===== src/rtl/svc_ctrl_pkg.sv =====
// Shared types, constants and switch-vector helpers for the service arbiter.
package svc_ctrl_pkg;

  localparam int DEF_NUM_SVC = 4;
  localparam int MAX_SVC     = 8;
  localparam int MAX_ID_W    = 3;

  localparam logic [15:0] SEG_BLANK = 16'h0000;

  typedef enum logic [1:0] {
    ST_IDLE    = 2'd0,
    ST_GRANT   = 2'd1,
    ST_ACTIVE  = 2'd2,
    ST_RELEASE = 2'd3
  } svc_state_t;

  function automatic logic f_multi_hot(input logic [MAX_SVC-1:0] v);
    return (v & (v - MAX_SVC'(1))) != '0;
  endfunction

  function automatic logic f_one_hot(input logic [MAX_SVC-1:0] v);
    return (v != '0) && !f_multi_hot(v);
  endfunction

  function automatic logic [MAX_ID_W-1:0] f_lowest_idx(input logic [MAX_SVC-1:0] v);
    logic [MAX_ID_W-1:0] idx;
    idx = '0;
    for (int i = MAX_SVC - 1; i >= 0; i--) begin
      if (v[i]) idx = MAX_ID_W'(i);
    end
    return idx;
  endfunction

endpackage


===== src/rtl/service_arbiter_ctrl_push_debouncer.sv =====
// push_debouncer: 2-FF synchronizer, stability counter and one-cycle pulse on an
// accepted high-to-low transition of an active-low button.
module push_debouncer #(
  parameter int DEBOUNCE_CYCLES = 4
) (
  input  logic clk,
  input  logic reset,
  input  logic i_btn_n,
  output logic o_fall
);

  localparam int CNT_W = $clog2(DEBOUNCE_CYCLES + 1);

  logic             r_sync1;
  logic             r_sync2;
  logic             r_level;
  logic [CNT_W-1:0] r_cnt;
  logic             r_fall;

  // NOTE: every register here uses <= so all stages update from pre-edge values.
  always_ff @(posedge clk) begin
    if (reset) begin
      r_sync1 <= 1'b0;
      r_sync2 <= 1'b0;
      r_level <= 1'b0;
      r_cnt   <= '0;
      r_fall  <= 1'b0;
    end else begin
      r_sync1 <= i_btn_n;
      r_sync2 <= r_sync1;
      r_fall  <= 1'b0;
      if (r_sync2 == r_level) begin
        r_cnt <= '0;
      end else if (r_cnt == CNT_W'(DEBOUNCE_CYCLES - 1)) begin
        r_level <= r_sync2;
        r_cnt   <= '0;
        r_fall  <= r_level & ~r_sync2;
      end else begin
        r_cnt <= r_cnt + CNT_W'(1);
      end
    end
  end

  assign o_fall = r_fall;

endmodule


===== src/rtl/service_arbiter_ctrl.sv =====
// Grants one service at a time from the switch bank, gates its enable, routes push
// events and muxes its segment word. PRIORITY_GRANT_EN: grant lowest index on conflict.
module service_arbiter_ctrl
  import svc_ctrl_pkg::*;
#(
  parameter int NUM_SVC         = DEF_NUM_SVC,
  parameter int DEBOUNCE_CYCLES = 4,
  parameter int FINISH_TIMEOUT  = 16
) (
  input  logic                       clk,
  input  logic                       reset,
  input  logic [NUM_SVC-1:0]         spdt,
  input  logic                       push_m,
  input  logic [16*NUM_SVC-1:0]      svc_seg,
  input  logic [NUM_SVC-1:0]         svc_finish,
  output logic [NUM_SVC-1:0]         svc_enable,
  output logic [NUM_SVC-1:0]         push_pulse,
  output logic [15:0]                seg_out,
  output logic [$clog2(NUM_SVC)-1:0] active_id,
  output logic                       conflict,
  output logic                       timeout_err
);

  localparam int ID_W   = $clog2(NUM_SVC);
  localparam int WAIT_W = $clog2(FINISH_TIMEOUT + 1);

  svc_state_t         r_state;
  logic [NUM_SVC-1:0] r_spdt_m;
  logic [NUM_SVC-1:0] r_spdt_s;
  logic [ID_W-1:0]    r_active_id;
  logic [NUM_SVC-1:0] r_enable;
  logic [NUM_SVC-1:0] r_push_pulse;
  logic [15:0]        r_seg;
  logic [WAIT_W-1:0]  r_wait;
  logic               r_timeout_err;

  logic [MAX_SVC-1:0] w_sw_ext;
  logic [NUM_SVC-1:0] w_id_dec;
  logic               w_push_evt;
  logic [15:0]        w_seg_arr [NUM_SVC];

  for (genvar g = 0; g < NUM_SVC; g++) begin : g_seg
    assign w_seg_arr[g] = svc_seg[16*g +: 16];
  end

  assign w_sw_ext = MAX_SVC'(r_spdt_s);
  assign w_id_dec = NUM_SVC'(1) << r_active_id;

  push_debouncer #(
    .DEBOUNCE_CYCLES(DEBOUNCE_CYCLES)
  ) u_push_db (
    .clk     (clk),
    .reset   (reset),
    .i_btn_n (push_m),
    .o_fall  (w_push_evt)
  );

  always_ff @(posedge clk) begin
    if (reset) begin
      r_state       <= ST_IDLE;
      r_spdt_m      <= '0;
      r_spdt_s      <= '0;
      r_active_id   <= '0;
      r_enable      <= '0;
      r_push_pulse  <= '0;
      r_seg         <= SEG_BLANK;
      r_wait        <= '0;
      r_timeout_err <= 1'b0;
    end else begin
      r_spdt_m <= spdt;
      r_spdt_s <= r_spdt_m;
      // A push seen on the last ACTIVE cycle is still delivered to the owner.
      r_push_pulse <= (r_state == ST_ACTIVE && w_push_evt) ? w_id_dec : '0;

      case (r_state)
        ST_IDLE: begin
          r_seg    <= SEG_BLANK;
          r_enable <= '0;
`ifdef PRIORITY_GRANT_EN
          if (w_sw_ext != '0) begin
`else
          if (f_one_hot(w_sw_ext)) begin
`endif
            r_active_id <= ID_W'(f_lowest_idx(w_sw_ext));
            r_state     <= ST_GRANT;
          end
        end

        ST_GRANT: begin
          r_enable <= w_id_dec;
          r_state  <= ST_ACTIVE;
        end

        ST_ACTIVE: begin
          r_seg <= w_seg_arr[r_active_id];
          if (!r_spdt_s[r_active_id]) begin
            r_enable <= '0;
            r_wait   <= '0;
            r_state  <= ST_RELEASE;
          end
        end

        ST_RELEASE: begin
          if (svc_finish[r_active_id]) begin
            r_state <= ST_IDLE;
          end else if (r_wait == WAIT_W'(FINISH_TIMEOUT - 1)) begin
            r_timeout_err <= 1'b1;
            r_state       <= ST_IDLE;
          end else begin
            r_wait <= r_wait + WAIT_W'(1);
          end
        end

        default: r_state <= ST_IDLE;
      endcase
    end
  end

  assign svc_enable  = r_enable;
  assign push_pulse  = r_push_pulse;
  assign seg_out     = r_seg;
  assign active_id   = r_active_id;
  assign conflict    = f_multi_hot(w_sw_ext);
  assign timeout_err = r_timeout_err;

endmodule

===== config.mk =====
export PLATFORM = sky130hd
export DESIGN_NAME = service_arbiter_ctrl
export DESIGN_NICKNAME = d
export VERILOG_FILES = /design/src/rtl/svc_ctrl_pkg.sv /design/src/rtl/service_arbiter_ctrl_push_debouncer.sv /design/src/rtl/service_arbiter_ctrl.sv
export SDC_FILE = /design/constraint.sdc
export NUM_CORES = 1
export LEC_CHECK = 0
export ABC_AREA = 1
export ABC_CLOCK_PERIOD_IN_PS = 3990
export CORE_ASPECT_RATIO = 2
export CORE_MARGIN = 5
export CORE_UTILIZATION = 46
export DETAILED_ROUTE_END_ITERATION = 7
export GPL_TIMING_DRIVEN = 0
export PLACE_DENSITY = 0.86
export REMOVE_ABC_BUFFERS = 1
export SLEW_MARGIN = 20
export SYNTH_ARGS = -nofsm -noshare
export SYNTH_HDL_FRONTEND = slang
export SYNTH_SLANG_ARGS = --single-unit
export TNS_END_PERCENT = 50

===== constraint.sdc =====
create_clock -name clk -period 3.99 [get_ports clk]
set_clock_uncertainty 0.15 [all_clocks]
set_input_delay 0.5985 -clock clk [delete_from_list [all_inputs] [get_ports clk]]
set_output_delay 0.5985 -clock clk [all_outputs]
set_load 0.05 [all_outputs]

* After elaboration in Yosys (flattened, before gate mapping)
Cells that the tools add are included.
** Word-level totals
- Register bits :: 49
- Bits of input ports :: 75
- Output and inout bits :: 28
- Word-level logic and storage cells :: 80
** Cells by class
- Add/sub/neg operators :: 3
- $lt $le $gt $ge :: 2
- Eq/ne operators :: 11
- Shift-type cells :: 1
- Multiplexer cells :: 23
- Bitwise gates (word level) :: 8
- Reduce and logical (&&, ||, !) cells :: 18
** Operator list (number)
- 16-bit binary-select mux with 2-bit select :: 1
- 16-bit two-way mux :: 2
- 16-bit one-hot mux with 2 select lines :: 1
- 2-bit two-way mux :: 8
- 8-bit nonzero test :: 2
- 5-bit two-way mux :: 3
- 4-bit one-hot mux with 3 select lines :: 1
- 5-bit one-hot mux with 2 select lines :: 1
- 4-bit by 8-bit bitwise AND with 8-bit output :: 1
- 2-bit inequality test (second input constant) :: 4
- 2-bit one-hot mux with 4 select lines :: 1
- 2-bit AND reduction :: 3
- 3-bit AND reduction :: 2
- 3-bit OR reduction :: 2
- 5-bit by 1-bit adder with 5-bit output (second input constant) :: 1
- 5-bit by 4-bit == test with 1-bit output (second input constant) :: 1
- 1-bit inverter :: 5
- 4-bit by 1-bit subtractor with 5-bit output (second input constant) :: 1
- 1-bit binary-select mux with 2-bit select :: 2
- 2-bit == test (second input constant) :: 2
- 4-bit two-way mux :: 1
- 4-bit AND reduction :: 1
- 2-bit nonzero test :: 2
- 1-bit by 2-bit left shift with 4-bit output (first input constant) :: 1
- 15 further kinds :: 17

* Depth between registers and ports, before layout
Gate-level depths: netlist (run 1).
- Depth after elaboration :: 7
- Depth in mapped cells :: 11
- Gate-level depth less buffers :: 11

* By module
Synthesis (run 1) repeated with hierarchy kept, for this count alone.
** Second synthesis, totals
- Cells, all modules :: 341
- Area total of the unflattened synthesis :: 2366.0 µm²
** Modules (own cells, without submodules)
- service_arbiter_ctrl :: times used 1, cells an instance 310, area each 2104.5 µm², seq. area each 840.8 µm²
- push_debouncer :: times used 1, cells an instance 31, area each 261.5 µm², seq. area each 140.1 µm²

* Worst setup path after synthesis (run 1)
OpenSTA, ideal clock, no wires.
- Path kind :: reg2reg
- Start :: register r_active_id[1] (netlist: active_id[1])
- End :: register r_seg[10] (netlist: seg_out[10])
- Setup time :: 128 ps
- Data arrival time :: 1515 ps
- Required time :: 3712 ps
- Setup slack :: 2197 ps
- Cell stages (with the launch flop) :: 10
- Path buffers :: 2
- Clock period less this slack :: 1793 ps
- Path through :: dfxtp_1 > clkbuf_2 > inv_2 > nand2_2 > inv_2 > buf_6 > nand2_1 > nand4_1 > a22oi_1 > nor2_1
** On the way
- Cells in the longest elaborated chain, start to end :: 5
** RTL lines
- start, declared :: line service_arbiter_ctrl.sv:30 : logic [ID_W-1:0] r_active_id;
- start signal, assigned :: line service_arbiter_ctrl.sv:84 : r_active_id <= ID_W'(f_lowest_idx(w_sw_ext));
- 2-bit inverter with 3-bit output (implied by the code) :: line service_arbiter_ctrl.sv:95 : r_seg <= w_seg_arr[r_active_id];
- 16-bit binary-select mux with 2-bit select :: line service_arbiter_ctrl.sv:95
- 16-bit two-way mux (implied by the code) (2 in a row) :: line service_arbiter_ctrl.sv:95
- 16-bit one-hot mux with 2 select lines :: line service_arbiter_ctrl.sv:75 : case (r_state)
- end signal, assigned :: line service_arbiter_ctrl.sv:95
- end, declared :: line service_arbiter_ctrl.sv:33 : logic [15:0] r_seg;
No other way between the ends. The select of a mux whose other input is x is not followed.
A chain may end at the register's enable or synchronous reset.

* Worst setup path after layout (run 1)
- Start :: register r_active_id[0] (netlist: active_id[0])
- End :: output active_id[0]
** RTL lines
- end, declared :: line service_arbiter_ctrl.sv:19 : output logic [$clog2(NUM_SVC)-1:0] active_id,
No word-level cell between the ends.

==> results of run 1 <==
-- kinds of logic (layout without fill, tap and decap cells) --
kind of cell               count (synthesis)  after routing
AOI/OAI and AO/OA                         33             33
adders and majority gates                  9              9
buffers and inverters                     46            141
DFF                                       49             49
and+or+nand+nor                          204            204
-- power breakdown --
group | leakage (nW) | switching, W | internal, W | total (W)
Combinational | 0.974 | 0.000430 | 0.000249 | 0.000679
Clock | 0.0450 | 0.000155 | 0.000122 | 0.000276
Sequential | 0.399 | 0.0000477 | 0.000548 | 0.000596
Total | 1.42 | 0.000633 | 0.000919 | 0.00155
-- cells in the mapped netlist, drive strengths merged, types with 2 or more instances --
master,number,area (µm²)
nand2,115,444
nor2,52,210
dfxtp,49,981
inv,31,116
nand4,22,138
a22oi,16,120
a21oi,13,68.8
nand3,10,55.1
ha,9,113
buf,8,70.1
clkbuf,7,31.3
o21ai,4,20.0
nor3,2,10.0
or2,2,12.5
-- flip-flops by register name, indices dropped and copies added, names as in the netlist --
register and flops:
seg_out 16, r_wait 5, push_pulse 4, r_spdt_m 4, r_spdt_s 4, svc_enable 4
u_push_db.r_cnt 3, active_id 2, r_state 2, timeout_err 1, u_push_db.o_fall 1, u_push_db.r_level 1
u_push_db.r_sync1 1, u_push_db.r_sync2 1
-- per-layer routing --
metal  track usage [%]  wire length (µm)
met5                 0                 0
met4              7.24               125
met3              3.80               339
met2              39.4              3990
met1              19.6              2310
-- metrics by stage --
step | cells | setup WS [ps]
after global routing | 494 | 1280
final | 494 | 1350
after CTS | 494 | 1330
after detailed placement | 486 | 1460
after floorplan | 326 | 1920
after global placement | 486 | 930
-- worst paths after layout --
check / from / end / cells past startpoint
max: active_id[0] / active_id[0] / 1
max reg2reg: r_state[0] / seg_out[11] / 5
min: r_spdt_m[3] / r_spdt_s[3] / 2
min reg2reg: r_spdt_m[3] / r_spdt_s[3] / 2
-- final cells by class --
type	count	area [µm²]
Fill cell	434	1620
Multi-Input combinational cell	246	1200
Timing Repair Buffer	102	1020
Sequential cell	49	981
Inverter	31	116
Clock buffer	6	72.6
Tap cell	58	72.6
Clock inverter	2	10.0
-- layout by cell type, fill, tap and decap left out, types with 3 or more instances in the layout --
master / count
ha_1: 9
nand2_1: 110
nor2_1: 49
inv_2: 3
a21oi_1: 12
clkdlybuf4s50_1: 101
o21ai_0: 4
dfxtp_1: 49
nand2_2: 5
clkbuf_8: 5
a22oi_1: 16
nand3_1: 9
inv_1: 28
nand4_1: 22
==> results.md, run 1 <==
* CTS Buf Count at 5
* # Post-CTS Setup Buffers at 0
* Clock sink total at 49
* CP endpoint kind: output pin
* Setup total negative slack at 0 ps
* Clock transition at path regs at 80 ps
* Antenna violations before repair at 0
* Dpl cell area at ~3400 µm²
* WP data required at between 3000 and 4000 ps
* Max cap viols at 0
* H-tree lvl count at 2
* Final min period at 2640 ps
* CP max stage delay at 910 ps
* Core Region at 5090 µm²
* CTS tree: yes
* PD cells at 447 nW/µm²
* Gr ovfl total at 0
* Vias in the first global route at 2508
* Hold WS at roughly 250 ps
* Die Width at 61.0 µm
* Avg Vias per Cell at 5.18
* Area Overhead vs Synth at 44.7%
* Critical Path AT at ~1900 ps
* XOR/XNOR Fraction of Synth Area at 0%
* Antenna Cells at 0
* Slowest CP cell: clkdlybuf4s50_1
* Hold crit path type: reg2reg
* Final hold viol count at 0
* Nets at 519
* Setup violators final at 0
* DRT antenna net count at 0
* Skew-Pair Late Insertion Delay at 290 ps
* Worst-path fanout max at 13
* CTS hold repair buffers at 0
* DR pass1 iterations at 5
* Period utilization at 66.2%
* Final Max Slew Viols at 0
* YS warnings at 0
* Crit-path cells: clkdlybuf4s50_1
* First-pass GRT wire length at 10900 µm
* Longest Clk Path Bufs at 2
* Root Buffer: clkbuf_8
* Adder-cell share of the synthesized area at 4.70%
* CP delay by family, top: buffers and inverters
* Synth Area in Simple Gates at ~37%
* Final wirelength at 6770 µm
* Wire per inst at approximately 14 µm
* Count of state elements after synthesis at 49
* Die extent in y at 112 µm
* Vias at 2559
* Ys async rst share at 0%
* Syn Area/Cell at 7.03 µm²
* Initial core utilization at 47.1%
* GP Congestion at around 0.78
* 1st-iter DRT viols at 66
* Worst slew pin tran at 796 ps
* Power Total at around 0.0016 W
* Peak Freq at 378 MHz
* Final instance area at 3470 µm²
* Ports at 103
* Unrepaired setup endpoints after global routing: no
* Port Buffers at 102
* Main flop type after synthesis: dfxtp_1
* Largest net degree at the start of global routing at 39
* Share of layout cells above drive strength 1 at 5.28%
* Post-CTS Resized at 0
* Worst path bufs/invs at 1
* R2R Setup Slk at 1820 ps
* Post-synthesis mux area share at 0%
* Rows at 37
* Maximum vdd drop at around 340 µV
* Slew HR at 46.9%
* Remaining DRCs at 0
* Compound-gate portion of the synthesized area at 8.72%
* Die Area at 6840 µm²
* Worst setup SP type: flip-flop
* Status: finished clean
* Sequential element share of the synthesized area at about 41%
* Crit Path Class: reg2out
* Combinational family with the most area after synthesis: simple AND/OR/NAND/NOR gates
* Gr usage total at 20.4%
* Leakage power at 1.42 nW
* Fin util at 68.1%
* Mapped cell area at 2400 µm²
* Post-detail-place hpwl at 5070 µm
* Yosys cell types at 24
* Post-synth EDFFs at 0
* Post-Syn Instances at 341
(Power assumes the default switching activity.)
==> run 2, diff against run 1 <==
--- a/config.mk
+++ b/config.mk
@@ -6,13 +6,13 @@
 export NUM_CORES = 1
 export LEC_CHECK = 0
 export ABC_AREA = 1
-export ABC_CLOCK_PERIOD_IN_PS = 3990
+export ABC_CLOCK_PERIOD_IN_PS = 2550
 export CORE_ASPECT_RATIO = 2
 export CORE_MARGIN = 5
-export CORE_UTILIZATION = 46
+export CORE_UTILIZATION = 42
 export DETAILED_ROUTE_END_ITERATION = 7
 export GPL_TIMING_DRIVEN = 0
-export PLACE_DENSITY = 0.86
+export PLACE_DENSITY = 0.8
 export REMOVE_ABC_BUFFERS = 1
 export SLEW_MARGIN = 20
 export SYNTH_ARGS = -nofsm -noshare
==> constraint.sdc (replaced) <==
create_clock -name clk -period 2.55 [get_ports clk]
set_clock_uncertainty 0.15 [all_clocks]
set_input_delay 0.3825 -clock clk [delete_from_list [all_inputs] [get_ports clk]]
set_output_delay 0.3825 -clock clk [all_outputs]
set_load 0.05 [all_outputs]
==> run 2 against run 1 <==
First-iteration DRC count is 44% higher. Critical path depth stayed put. Global-route usage is 2.2 points lower. Hold slack worse by 3.1 ps. Sequential power is 57% higher. Critical endpoint unchanged. Combinational power is 56% higher. Largest cell class unchanged. Count of clock-buffer cells in the layout is 1 higher. Setup slack worse by 1200 ps. Sequential share of layout area is 0.63 points lower.
==> results.md, run 2 (synthesis gave the netlist of run 1 again) <==
* Status: finished clean
* CP endpoint kind: output pin
* Max cap viols at 0
* Final hold viol count at 0
* Final instance area at around 3500 µm²
* Share of layout cells above drive strength 1 at ~5.5%
* # Post-CTS Setup Buffers at 0
* Gr usage total at roughly 18%
* First-pass GRT wire length at 10600 µm
* Vias in the first global route at ~2400
* Initial core utilization at 42.4%
* DR pass1 iterations at 4
* Avg Vias per Cell at 5.14
* CTS Buf Count at 5
* Final min period at 2410 ps
* Setup violators final at 0
* Remaining DRCs at 0
* Longest Clk Path Bufs at 2
* Dpl cell area at 3390 µm²
* Die Width at between 60 and 70 µm
* H-tree lvl count at 2
* 1st-iter DRT viols at 95
* Fillers at 502
* CTS hold repair buffers at 0
* Pre-CTS setup slack at 389 ps
* Maximum vdd drop at 765 µV
* Commonest cells after routing, fill and taps aside: nand2_1 (110), clkdlybuf4s50_1 (101), nor2_1 (49), dfxtp_1 (49), inv_1 (28)
* Area Overhead vs Synth at 48.0%
* Final Max Slew Viols at 0
* Unrepaired setup endpoints after global routing: no
* Worst path bufs/invs at 1
* Skew-Pair Late Insertion Delay at 290 ps
* CP max stage delay at between 900 and 1000 ps
* Gr ovfl total at 0
* Worst-path fanout max at 13
* Period utilization at 94.5%
* CTS tree: yes
* Hold crit path type: reg2reg
* Largest net degree at the start of global routing at 39
* CP delay by family, top: buffers and inverters
* Worst slew pin tran at 811 ps
* Wire per inst at around 14 µm
* Peak Freq at 415 MHz
* Most common cell after layout, fill and taps aside: nand2_1
* Die Area at 7410 µm²
* Ports at 103
* Worst setup SP type: flip-flop
* Clock transition at path regs at 60 ps
* Multi-input logic area at 1200 µm²
* Post-CTS Resized at 0
* Slew HR at between 40% and 50%
* GP Congestion at 0.794
* Critical Path AT at between 1500 and 2000 ps
* Die extent in y at 117 µm
* Clock sink total at 49
* Antenna violations before repair at 0
* Rows at 39
* Post-detail-place hpwl at 5110 µm
* Nets at 519
* Core Region at 5660 µm²
* Register area at 981 µm²
* Antenna Cells at 0
* Leakage power at between 1 and 1.5 nW
* Slowest CP cell: clkdlybuf4s50_1
* Root Buffer: clkbuf_16
* WP data required at 2020 ps
* DRT antenna net count at 0
* Final wirelength at 6830 µm
* Crit-path cells: clkdlybuf4s50_1
* Vias at 2554
* PD cells at around 760 nW/µm²
* Max reg flops at 16
* Final worst slack at between 100 and 150 ps
* Port Buffers at 102
* Crit Path Class: reg2out
run 2: cell types whose count changed in the layout (fill, tap and decap cells not counted), sizes merged:
cell    delta
clkbuf     +1
clkinv     -1
run 2: per-stage QoR:
step	hold slack [ps]	total power, W	TNS [ps]	utilization [%]	cells
global placement	242	0.00198	-2170	59.9	489
global route	258	0.00285	0	62.7	497
CTS	250	0.00270	0	62.7	497
floorplan	238	0.00161	0	-	326
finish	247	0.00269	0	62.7	497
detailed placement	245	0.00201	0	59.9	489
run 2: tightest hold or removal path, cell delays in order, from the launching register on:
cell and delay, ps:
dfxtp_1 290, inv_1 40, nor2_1 30
run 2: power breakdown:
part	internal [W]	total, W	leakage (nW)	switching (W)
clock	0.000415	0.000692	0.0799	0.000277
sequential	0.000859	0.000933	0.399	0.0000743
combinational	0.000388	0.00106	0.974	0.000673
run 2: final timing paths:
check	startpoint	to	slack [ps]	depth (start not counted)
setup / recovery	active_id[0]	active_id[0]	140	1
hold / removal	r_spdt_m[0]	r_spdt_s[0]	250	2
setup reg to reg	r_state[0]	seg_out[0]	350	5
hold reg to reg	r_spdt_m[0]	r_spdt_s[0]	250	2
run 2: layout make-up:
class | count | area share, %
clock inverter | 1 | 0.141
sequential | 49 | 27.6
tap | 61 | 2.15
multi-input combinational | 246 | 33.9
clock buffer | 7 | 4.30
timing repair buffer | 102 | 28.6
inverter | 31 | 3.28
run 2: routing by layer:
metal	track usage [%]	part of all wire [%]	up-vias
met5	0	0	-
met3	6.11	7.2	13
met1	15.9	33	1176
met4	8.18	2.4	0
met2	35.8	57	85
li1	-	-	1280
